`config.mk`:
```
export PLATFORM = sky130hd
export DESIGN_NAME = min_scan_unit
export DESIGN_NICKNAME = d
export VERILOG_FILES = /design/src/rtl/min_scan_unit.sv
export SDC_FILE = /design/constraint.sdc
export NUM_CORES = 1
export LEC_CHECK = 0
export ABC_AREA = 1
export BUFFER_PORTS_ARGS = -buffer_cell sky130_fd_sc_hd__buf_4
export CAP_MARGIN = 20
export CORE_MARGIN = 10
export CORE_UTILIZATION = 25
export DETAILED_ROUTE_END_ITERATION = 8
export GPL_TIMING_DRIVEN = 0
export HOLD_SLACK_MARGIN = 0.15
export SYNTH_ARGS = -nofsm -noshare
export SYNTH_HDL_FRONTEND = slang
export SYNTH_SLANG_ARGS = --single-unit
```
`constraint.sdc`:
```
create_clock -name i_clk -period 4.6 [get_ports i_clk]
set_input_delay 0.46 -clock i_clk [delete_from_list [all_inputs] [get_ports i_clk]]
set_output_delay 0.46 -clock i_clk [all_outputs]
set_load 0.02 [all_outputs]
```
`src/rtl/min_scan_unit.sv`:
```
// ============================================================================
// min_scan_unit : streaming argmin (optional argmax) over an i_len-beat burst
// Optional feature macro: UPDATE_TRACK_MAX_EN (adds o_max_val/o_max_idx)
// Revision: 1.0
// ============================================================================
`default_nettype none

module min_scan_unit #(
  parameter int DATA_W = 8,
  parameter int IDX_W  = 8,
  parameter bit SIGNED = 1'b0
) (
  input  logic              i_clk,
  input  logic              i_rst_n,
  input  logic              i_start,
  input  logic [IDX_W-1:0]  i_len,
  input  logic              i_abort,
  input  logic              i_valid,
  output logic              o_ready,
  input  logic [DATA_W-1:0] i_data,
  output logic              o_busy,
  output logic              o_done,
  output logic              o_res_valid,
  output logic              o_empty,
  output logic [DATA_W-1:0] o_min_val,
  output logic [IDX_W-1:0]  o_min_idx
`ifdef UPDATE_TRACK_MAX_EN
  ,
  output logic [DATA_W-1:0] o_max_val,
  output logic [IDX_W-1:0]  o_max_idx
`endif
);

  typedef enum logic [1:0] {
    S_IDLE = 2'd0,
    S_SCAN = 2'd1,
    S_DONE = 2'd2
  } state_t;

  state_t              r_state;
  state_t              w_next;
  logic [IDX_W-1:0]    r_cnt;
  logic [IDX_W-1:0]    r_len;
  logic [DATA_W-1:0]   r_min_val;
  logic [IDX_W-1:0]    r_min_idx;
  logic                r_res_valid;
  logic                r_empty;
  logic                w_accept;
  logic                w_last;
  logic                w_lt;
`ifdef UPDATE_TRACK_MAX_EN
  logic [DATA_W-1:0]   r_max_val;
  logic [IDX_W-1:0]    r_max_idx;
  logic                w_gt;
`endif

  // Abort takes priority: a beat presented alongside it is discarded.
  assign w_accept = i_valid && (r_state == S_SCAN) && !i_abort;
  assign w_last   = w_accept && (r_cnt == (r_len - IDX_W'(1)));

  generate
    if (SIGNED) begin : g_signed
      assign w_lt = $signed(i_data) < $signed(r_min_val);
`ifdef UPDATE_TRACK_MAX_EN
      assign w_gt = $signed(i_data) > $signed(r_max_val);
`endif
    end else begin : g_unsigned
      assign w_lt = i_data < r_min_val;
`ifdef UPDATE_TRACK_MAX_EN
      assign w_gt = i_data > r_max_val;
`endif
    end
  endgenerate

  always_ff @(posedge i_clk) begin
    if (!i_rst_n) r_state <= S_IDLE;
    else          r_state <= w_next;
  end

  always_comb begin
    w_next  = r_state;
    o_ready = 1'b0;
    o_busy  = 1'b1;
    o_done  = 1'b0;
    case (r_state)
      S_IDLE: begin
        o_busy = 1'b0;
        if (i_start) w_next = (i_len == '0) ? S_DONE : S_SCAN;
      end
      S_SCAN: begin
        o_ready = 1'b1;
        if (i_abort)     w_next = S_IDLE;
        else if (w_last) w_next = S_DONE;
      end
      S_DONE: begin
        o_done = 1'b1;
        w_next = S_IDLE;
      end
      default: w_next = S_IDLE;
    endcase
  end

  always_ff @(posedge i_clk) begin
    if (!i_rst_n) begin
      r_cnt       <= '0;
      r_len       <= '0;
      r_min_val   <= '0;
      r_min_idx   <= '0;
      r_res_valid <= 1'b0;
      r_empty     <= 1'b0;
`ifdef UPDATE_TRACK_MAX_EN
      r_max_val   <= '0;
      r_max_idx   <= '0;
`endif
    end else begin
      case (r_state)
        S_IDLE: begin
          if (i_start) begin
            r_len <= i_len;
            r_cnt <= '0;
            if (i_len == '0) begin
              r_min_val   <= '0;
              r_min_idx   <= '0;
              r_empty     <= 1'b1;
              r_res_valid <= 1'b1;
`ifdef UPDATE_TRACK_MAX_EN
              r_max_val   <= '0;
              r_max_idx   <= '0;
`endif
            end else begin
              r_empty     <= 1'b0;
              r_res_valid <= 1'b0;
            end
          end
        end
        S_SCAN: begin
          if (w_accept) begin
            r_cnt <= r_cnt + IDX_W'(1);
            // Strict compares keep the first occurrence on ties.
            if ((r_cnt == '0) || w_lt) begin
              r_min_val <= i_data;
              r_min_idx <= r_cnt;
            end
`ifdef UPDATE_TRACK_MAX_EN
            if ((r_cnt == '0) || w_gt) begin
              r_max_val <= i_data;
              r_max_idx <= r_cnt;
            end
`endif
            if (w_last) r_res_valid <= 1'b1;
          end
        end
        default: ;
      endcase
    end
  end

  assign o_res_valid = r_res_valid;
  assign o_empty     = r_empty;
  assign o_min_val   = r_min_val;
  assign o_min_idx   = r_min_idx;
`ifdef UPDATE_TRACK_MAX_EN
  assign o_max_val   = r_max_val;
  assign o_max_idx   = r_max_idx;
`endif

endmodule

`default_nettype wire

```
==> flow_summary.ini, run 1 <==
[run_status]
status = finished clean

[cells_and_area]
final_common_cell = nand2_1
drive_above_1_share_pct = 18.8
layout.nets = 382
fin_area_sq_um = 2590
layout_common_cells = nand2_1 (60), inv_1 (41), buf_4 (41)
antennaDiodeCount = 0
areaGrowthSynthToFinish_pct = 26.8
nFillCells = 907

[placement]
dpl_cell_area_sq_um = 2480
pre_cts_slack_ps = 2410
port-buffer-count = 41
globalplace.congestion = 0.823
dp_hpwl_um = 4350

[clocking]
clk_latency_ps = 290
postCtsHoldBufs = 0
clkSinkCount = 36
cts_resized = 0
clk_pin_slew_ps = 70
cts_tree = done
postCtsSetupBuffers = 0
cts_max_path_buffers = 2
h-tree-depth = 2
cts_made_buffers = 5
cts_root_buffer = clkbuf_8

[logic_synthesis]
ys_seq_elements = 36
synth-edff-count = 0
synth_nets = 334
synth-seq-area-share_pct = 35.3
synthFlopType = dfxtp_1
synthArstFlopShare_pct = 0
yosys_warnings = 0
synthCells = 303
synth.distinct_cells = 29
synthesis.area_sq_um = 2040
syn_area_per_cell_sq_um = 6.74

[routing]
drt-initial-drc-count = 131
ant_nets = 0
wire_per_inst_um = 12.0
viasPerCell = 4.56
wirelength_um = 5470
dr.pass1.iters = 4
num_vias = 2072
drc = 0

[timing]
relSlewSlack_pct = 67.0
fin_crit_ps = 2010
worst_pin_slew_ps = 493
rsz0062_at_grt = no
finalHoldViolCount = 0
finalSetupTns_ps = 0
setup_violations = 0
fin_crit_sh_pct = 43.7
fin_ws_ps = 2590
finClkSkew_ps = 5.94
final_max_slew_viol_count = 0
max_freq_ghz = 0.497

[power_and_ir_drop]
p_leak_nw = 1.10
vdd_drop_max_uv = 155
powerDensity_nw_per_um2 = 326

[setup_path]
worst-path-max-fanout = 10
cp.buffers_inverters = 3
cp_data_required_time_ps = 4140
reg2reg_from = o_min_val[5]
critical_path_class = flop to primary output
reg2regPathDepth = 10
slowest_delay_ps = 430
cpLargestDelayFamily = buffers and inverters
crit_cells = 4
cp-startpoint = r_state[0]
cp_cell_sequence = inv_2 -> nor2_2 -> clkbuf_1 -> buf_4
rrSetupSlack_ps = 2700
cp-end-kind = primary output
cpMaxStageDelayCell = clkbuf_1
cp.arrival_ps = 1550
setup.worst_path.start_class = flop
endpoint = o_ready
r2r-end = o_min_val[0]

[die]
core_sq_um = 7850
die_h_um = 110
start_util_pct = 26.0
row_count = 32
die_x_um = 110
io_pins = 42
dieArea_sq_um = 12200

[grt]
grt_overflow = 0
antenna_found_initial = 0
grt_first_pass_wirelength_um = 9540
grt_max_degree = 13
gr-usage-all-layers_pct = 8.91
grt_pass1_vias = 2104

[hold_path]
hold_path.class = primary input to flop

[run]
maxCapViolCount = 0
[kinds of logic (layout without fill, tap and decap cells)]
kind of cell,count (synthesis),in the layout,share of synthesized area [%]
xor+xnor,3,3,1.29
compound gates,52,52,13.2
simple gates,150,150,33.8
buf+inv,52,101,10.3
fa+ha+maj,10,10,6.12
flops,36,36,35.3
[report_power, final]
part	internal (mW)	switching, mW	leakage (nW)
clock	0.160	0.120	0.0541
sequential	0.328	0.0130	0.293
combinational	0.0817	0.140	0.755
total	0.570	0.273	1.10
[metal layers]
metal  track usage, %  wire [um]  vias up
met3             2.49        218        6
met5                0          0        -
met2             14.7       2650       37
li1                 -          -     1085
met1             10.9       2530      944
met4             2.85         64        0
[flip-flops by register name, summed over array words and instances (netlist names)]
signal	count
o_min_idx	8
o_min_val	8
r_cnt	8
r_len	8
r_state	2
o_empty	1
o_res_valid	1
[stage by stage]
stage | power, mW | util (%) | std cells | hold slack (ps)
3_3_place_gp | 0.566 | 31.6 | 446 | 446
3_5_place_dp | 0.570 | 31.6 | 446 | 451
4_1_cts | 0.852 | 33.0 | 454 | 437
5_1_grt | 0.903 | 33.0 | 454 | 440
2_1_floorplan | 0.502 | - | 303 | 448
6_report | 0.843 | 33.0 | 454 | 448
[final cells by class]
class	instances	area, sq um	area share [%]
clock inverters	3	42.5	1.64
flip-flops and latches	36	721	27.8
well taps	102	128	4.93
plain buffers	7	42.5	1.64
repair buffers	41	308	11.9
inverters	45	169	6.52
multi-input cells	215	1110	42.9
clock buffers	5	68.8	2.66
[worst min-delay path, stage by stage]
cell     delay, ps
buf_4          130
o21ai_0         60
a21oi_1         40
[worst min path at each step]
stage | depth (start not counted) | startpoint | slack, ps | end
floorplan | 2 | r_len[1] | 450 | r_len[1]
global placement | 2 | o_res_valid | 450 | o_res_valid
detailed placement | 2 | o_res_valid | 450 | o_res_valid
CTS | 3 | i_rst_n | 440 | o_empty
global route | 3 | i_rst_n | 440 | o_empty
finish | 3 | i_rst_n | 450 | o_empty
[synthesized netlist by cell type (2+ instances only)]
master	number	area share, %
nand2_1	60	11
nand4_1	10	3.1
inv_2	3	0.55
nor2_2	2	0.61
a21oi_1	35	8.6
nor3b_1	2	0.73
a31oi_1	2	0.61
dfxtp_1	36	35
clkbuf_1	3	0.55
xor2_1	2	0.86
buf_6	2	1.1
ha_1	10	6.1
o21ai_0	13	3.2
inv_1	41	7.5
nor3_1	9	2.2
nand3_1	24	5.9
nor2_1	35	6.4
nand2_2	3	0.92
Note: power is estimated with default switching activity, not from simulation.
==> run 2: changes to the inputs <==
Settings changed: ABC_AREA 1 to 0.
Clock period 4.6 ns to 1.6 ns, I/O delays scaled along.
==> flow_summary.ini, run 2 <==
[clocking]
cts_max_path_buffers = 2
clkSinkCount = 36
cts_tree = done
cts_made_buffers = 5
clk_pin_slew_ps = 80
clk_latency_ps = 290
h-tree-depth = 2
cts_root_buffer = clkbuf_8

[logic_synthesis]
synth-edff-count = 0
synth_top_area_share_pct = 36.0
syn_area_per_cell_sq_um = 8.37
synthCells = 239
synth-seq-area-share_pct = 36.0
yosys_warnings = 0
synthDominantAreaCellType = dfxtp_1
synthFlopType = dfxtp_1
synthTopCellsByArea = dfxtp_1 (36%), mux2i_1 (8.0%), nand2_1 (7.9%)
synth_nets = 270
synth.most_common_cell = nand2_1
synth.distinct_cells = 41
synth_common_cells = nand2_1 (42), dfxtp_1 (36), nand3_1 (23), mux2i_1 (16), nor2_1 (13)
synthesis.area_sq_um = 2000
synthArstFlopShare_pct = 0
ys_seq_elements = 36

[die]
core_sq_um = 7770
row_count = 32
die_x_um = 109
die_h_um = 109
io_pins = 42
start_util_pct = 25.8
dieArea_sq_um = 12000

[hold_path]
hold_path.class = primary input to flop

[cells_and_area]
drive_above_1_share_pct = 29.2
areaGrowthSynthToFinish_pct = 42.1
final_cells = 407
fin_area_sq_um = 2840
layout.nets = 335
final_common_cell = buf_4
layout_common_cells = buf_4 (46), nand2_1 (42), dfxtp_1 (26)
final_util_pct = 36.6
antennaDiodeCount = 0

[placement]
dp_hpwl_um = 3890
globalplace.congestion = 0.801
place_inst = 381
port-buffer-count = 40
dpl_cell_area_sq_um = 2470

[timing]
setup_violations = 16
finalSetupTns_ps = -5070
relSlewSlack_pct = 67.3
final_max_slew_viol_count = 0
fin_ws_ps = -337
rsz0062_at_grt = yes
fin_crit_ps = 1940
max_freq_ghz = 0.516
finClkSkew_ps = 14.4
fin_crit_sh_pct = 121
worst_pin_slew_ps = 490
finalHoldViolCount = 0

[setup_path]
cp_data_required_time_ps = 1810
critical_path_class = flop to flop
setup.worst_path.start_class = flop
worst-path-max-fanout = 5
cp.arrival_ps = 2150
rrSetupSlack_ps = -340
cp-end-kind = flop

[routing]
wirelength_um = 5290
wire_per_inst_um = 13.0
viasPerCell = 4.56
dr.pass1.iters = 4
ant_nets = 0
drt-initial-drc-count = 46
drc = 0
num_vias = 1854

[grt]
grt_overflow = 0
gr-usage-all-layers_pct = 9.29
grt_pass1_vias = 1928
grt_first_pass_wirelength_um = 9070
antenna_found_initial = 0
grt_max_degree = 13

[run_status]
status = finished with violations
violations = negative setup slack

[power_and_ir_drop]
powerDensity_nw_per_um2 = 703
p_leak_nw = 1.12
vdd_drop_max_uv = 371

[run]
maxCapViolCount = 0
[run 2: cell count changes after synthesis, moves of 11 or more]
cell and change:
o21ai_0 -11, nand2_1 -18, nor2_1 -22, mux2i_1 +16, a21oi_1 -33, inv_1 -29
[run 2: kinds of logic (layout without fill, tap and decap cells)]
logic type / Yosys count / in the layout / share of synthesized area [%]
AND/OR/NAND/NOR: 105 / 105 / 25.0
flip-flops: 36 / 36 / 36.0
AO/OA/AOI/OAI: 30 / 30 / 12.0
buffers and inverters: 26 / 92 / 5.75
XOR/XNOR: 16 / 16 / 7.00
multiplexers: 16 / 16 / 8.00
adder cells (fa/ha/maj): 10 / 10 / 6.25
[run 2: final cells by class]
class | instances | area, sq um
Sequential cell | 36 | 738
Tap cell | 102 | 128
Clock inverter | 2 | 12.5
Clock buffer | 6 | 72.6
Buffer | 8 | 51.3
Timing Repair Buffer | 64 | 529
Inverter | 12 | 45.0
Fill cell | 827 | 4920
Multi-Input combinational cell | 177 | 1270
[run 2: worst max-delay path: stages, from the launching register on]
cell     delay, ps
dfxtp_4        360
inv_2           40
ha_4           230
a21o_1         150
a21o_1         150
a221o_1        360
a31oi_4        210
buf_6          170
mux2i_1        190
[run 2: per-layer routing]
layer | vias to the layer above | wire length, um | GRT usage (%) | part of all wire (%)
li1 | 948 | - | - | -
met1 | 865 | 2480 | 11.7 | 47
met2 | 33 | 2450 | 14.7 | 46
met3 | 8 | 280 | 2.75 | 5.3
met4 | 0 | 70 | 3.35 | 1.3
met5 | - | 0 | 0 | 0
[run 2: per-stage QoR]
step	power (mW)	setup slack (ps)	hold WS [ps]
3_3_place_gp	1.30	-499	425
4_1_cts	2.02	-446	150
6_report	2.00	-337	155
3_5_place_dp	1.30	-546	427
2_1_floorplan	1.18	-408	295
5_1_grt	2.10	-430	162
[run 2: repair_timing]
action,4_1_cts,5_1_grt
cloned,1,0
endpoints found under the hold margin,15,0
hold buffers,15,0
setup endpoints to repair,26,34
buffers inserted,8,2
pin swaps,4,7
resized for setup,21,12
[run 2: worst paths after layout]
kind | startpoint | endpoint | depth (start not counted)
max reg2reg | o_min_val[5] | o_min_idx[2] | 8
max | o_min_val[5] | o_min_idx[2] | 8
min | i_data[5] | o_min_val[5] | 3
min reg2reg | o_min_idx[1] | o_min_idx[1] | 2
[run 2: power by group]
part | internal [mW] | switching, mW | leakage [nW] | total [mW]
clock network | 0.305 | 0.336 | 0.0412 | 0.641
logic | 0.212 | 0.202 | 0.777 | 0.414
registers | 0.917 | 0.0265 | 0.297 | 0.944
==> run 3: changes to the inputs <==
==> constraint.sdc (replaced) <==
create_clock -name i_clk -period 1.6 [get_ports i_clk]
set_input_delay 0.32 -clock i_clk [delete_from_list [all_inputs] [get_ports i_clk]]
set_output_delay 0.32 -clock i_clk [all_outputs]
set_load 0.02 [all_outputs]
==> flow_summary.ini, run 3 (same netlist as run 2, synthesis figures left out) <==
[setup_path]
r2r-end = o_min_idx[2]
rrSetupSlack_ps = -340
cp-startpoint = o_min_val[5]
reg2regPathDepth = 8
cp-end-kind = flop
endpoint = o_min_idx[2]
worst-path-max-fanout = 5
cp_data_required_time_ps = 1810
cp.arrival_ps = 2150
reg2reg_from = o_min_val[5]
critical_path_class = flop to flop
setup.worst_path.start_class = flop

[die]
die_x_um = 109
die_h_um = 109
core_sq_um = 7770
io_pins = 42
dieArea_sq_um = 12000
row_count = 32
start_util_pct = 25.8

[placement]
globalplace.congestion = 0.801
pre_cts_slack_ps = -601
port-buffer-count = 40
dp_hpwl_um = 3890

[routing]
ant_nets = 0
wirelength_um = 5250
num_vias = 1809
drc = 0
viasPerCell = 4.58
drt-initial-drc-count = 40
wire_per_inst_um = 13.3
dr.pass1.iters = 4

[power_and_ir_drop]
powerDensity_nw_per_um2 = 722
p_leak_nw = 1.07
vdd_drop_max_uv = 370

[clocking]
clkSinkCount = 36
cts_root_buffer = clkbuf_8
clk_latency_ps = 290
h-tree-depth = 2
postCtsHoldBufs = 0
cts_tree = done
cts_made_buffers = 5
cts_max_path_buffers = 2
clk_pin_slew_ps = 80

[cells_and_area]
final_common_cell = buf_4
final_util_pct = 35.1
layout_common_cells = buf_4 (47), nand2_1 (42), dfxtp_1 (26)
drive_above_1_share_pct = 31.4
antennaDiodeCount = 0
areaGrowthSynthToFinish_pct = 36.3
layout.nets = 323

[timing]
fin_crit_ps = 1940
finClkSkew_ps = 15.2
fin_ws_ps = -338
finalHoldViolCount = 0
max_freq_ghz = 0.516
fin_crit_sh_pct = 121
finalSetupTns_ps = -5160
worst_pin_slew_ps = 502
final_max_slew_viol_count = 0
relSlewSlack_pct = 66.5
rsz0062_at_grt = yes
setup_violations = 18

[run_status]
status = finished with violations
violations = negative setup slack

[grt]
grt_pass1_vias = 1835
grt_first_pass_wirelength_um = 8710
antenna_found_initial = 0
grt_max_degree = 13
gr-usage-all-layers_pct = 9.00
grt_overflow = 0

[hold_path]
hold_path.class = primary input to flop

[run]
maxCapViolCount = 0
[run 3: power by group]
group	switching, mW	leakage [nW]	internal (mW)
sequential	0.0261	0.297	0.917
clock	0.328	0.0412	0.304
combinational	0.200	0.736	0.193
[run 3: area by class of cell]
type | instances | area, sq um
tap | 102 | 128
buffer | 9 | 73.8
timing repair buffer | 51 | 392
multi-input combinational | 177 | 1270
clock inverter | 2 | 12.5
clock buffer | 6 | 72.6
inverter | 12 | 45.0
fill | 843 | 5040
sequential | 36 | 738
[run 3: per-layer routing]
layer  up-vias  share of wire, %  wire length [um]  track usage (%)
li1        926                 -                 -                -
met1       844                47              2470             11.3
met2        33                46              2440             14.4
met3         6               5.4               282             2.75
met4         0               1.1                60             3.07
met5         -                 0                 0                0
[run 3: per-stage QoR]
stage                     total power [mW]  hold WS [ps]  instances  cell area (sq um)
after floorplan                       1.18           447        239               2040
after global placement                1.30           449        381               2470
after detailed placement              1.30           452        381               2470
after CTS                             2.00           276        394               2720
after global routing                  2.08           294        395               2730
final                                 1.97           280        395               2730
[run 3: worst min-delay path by stage]
stage	start	endpoint	slack, ps	depth (start not counted)
floorplan	r_len[7]	r_len[7]	450	2
global placement	o_min_idx[4]	o_min_idx[4]	450	2
detailed placement	o_min_idx[4]	o_min_idx[4]	450	2
CTS	i_len[0]	r_len[0]	280	3
global route	i_len[2]	r_len[2]	290	3
finish	i_len[0]	r_len[0]	280	3
[run 3: what timing repair did]
action	CTS	global route
endpoints found under the hold margin	0	0
gates resized for setup	25	11
setup buffers	8	3
endpoints found under the setup margin	26	34
pin swaps	4	6
cloned	1	1
[run 3: critical path, stage by stage, from the launching register on]
cell and delay [ps]:
dfxtp_4 360, inv_2 40, ha_4 230, a21o_1 150, a21o_1 150, a221o_1 360, a31oi_4 210, buf_6 170
mux2i_1 180
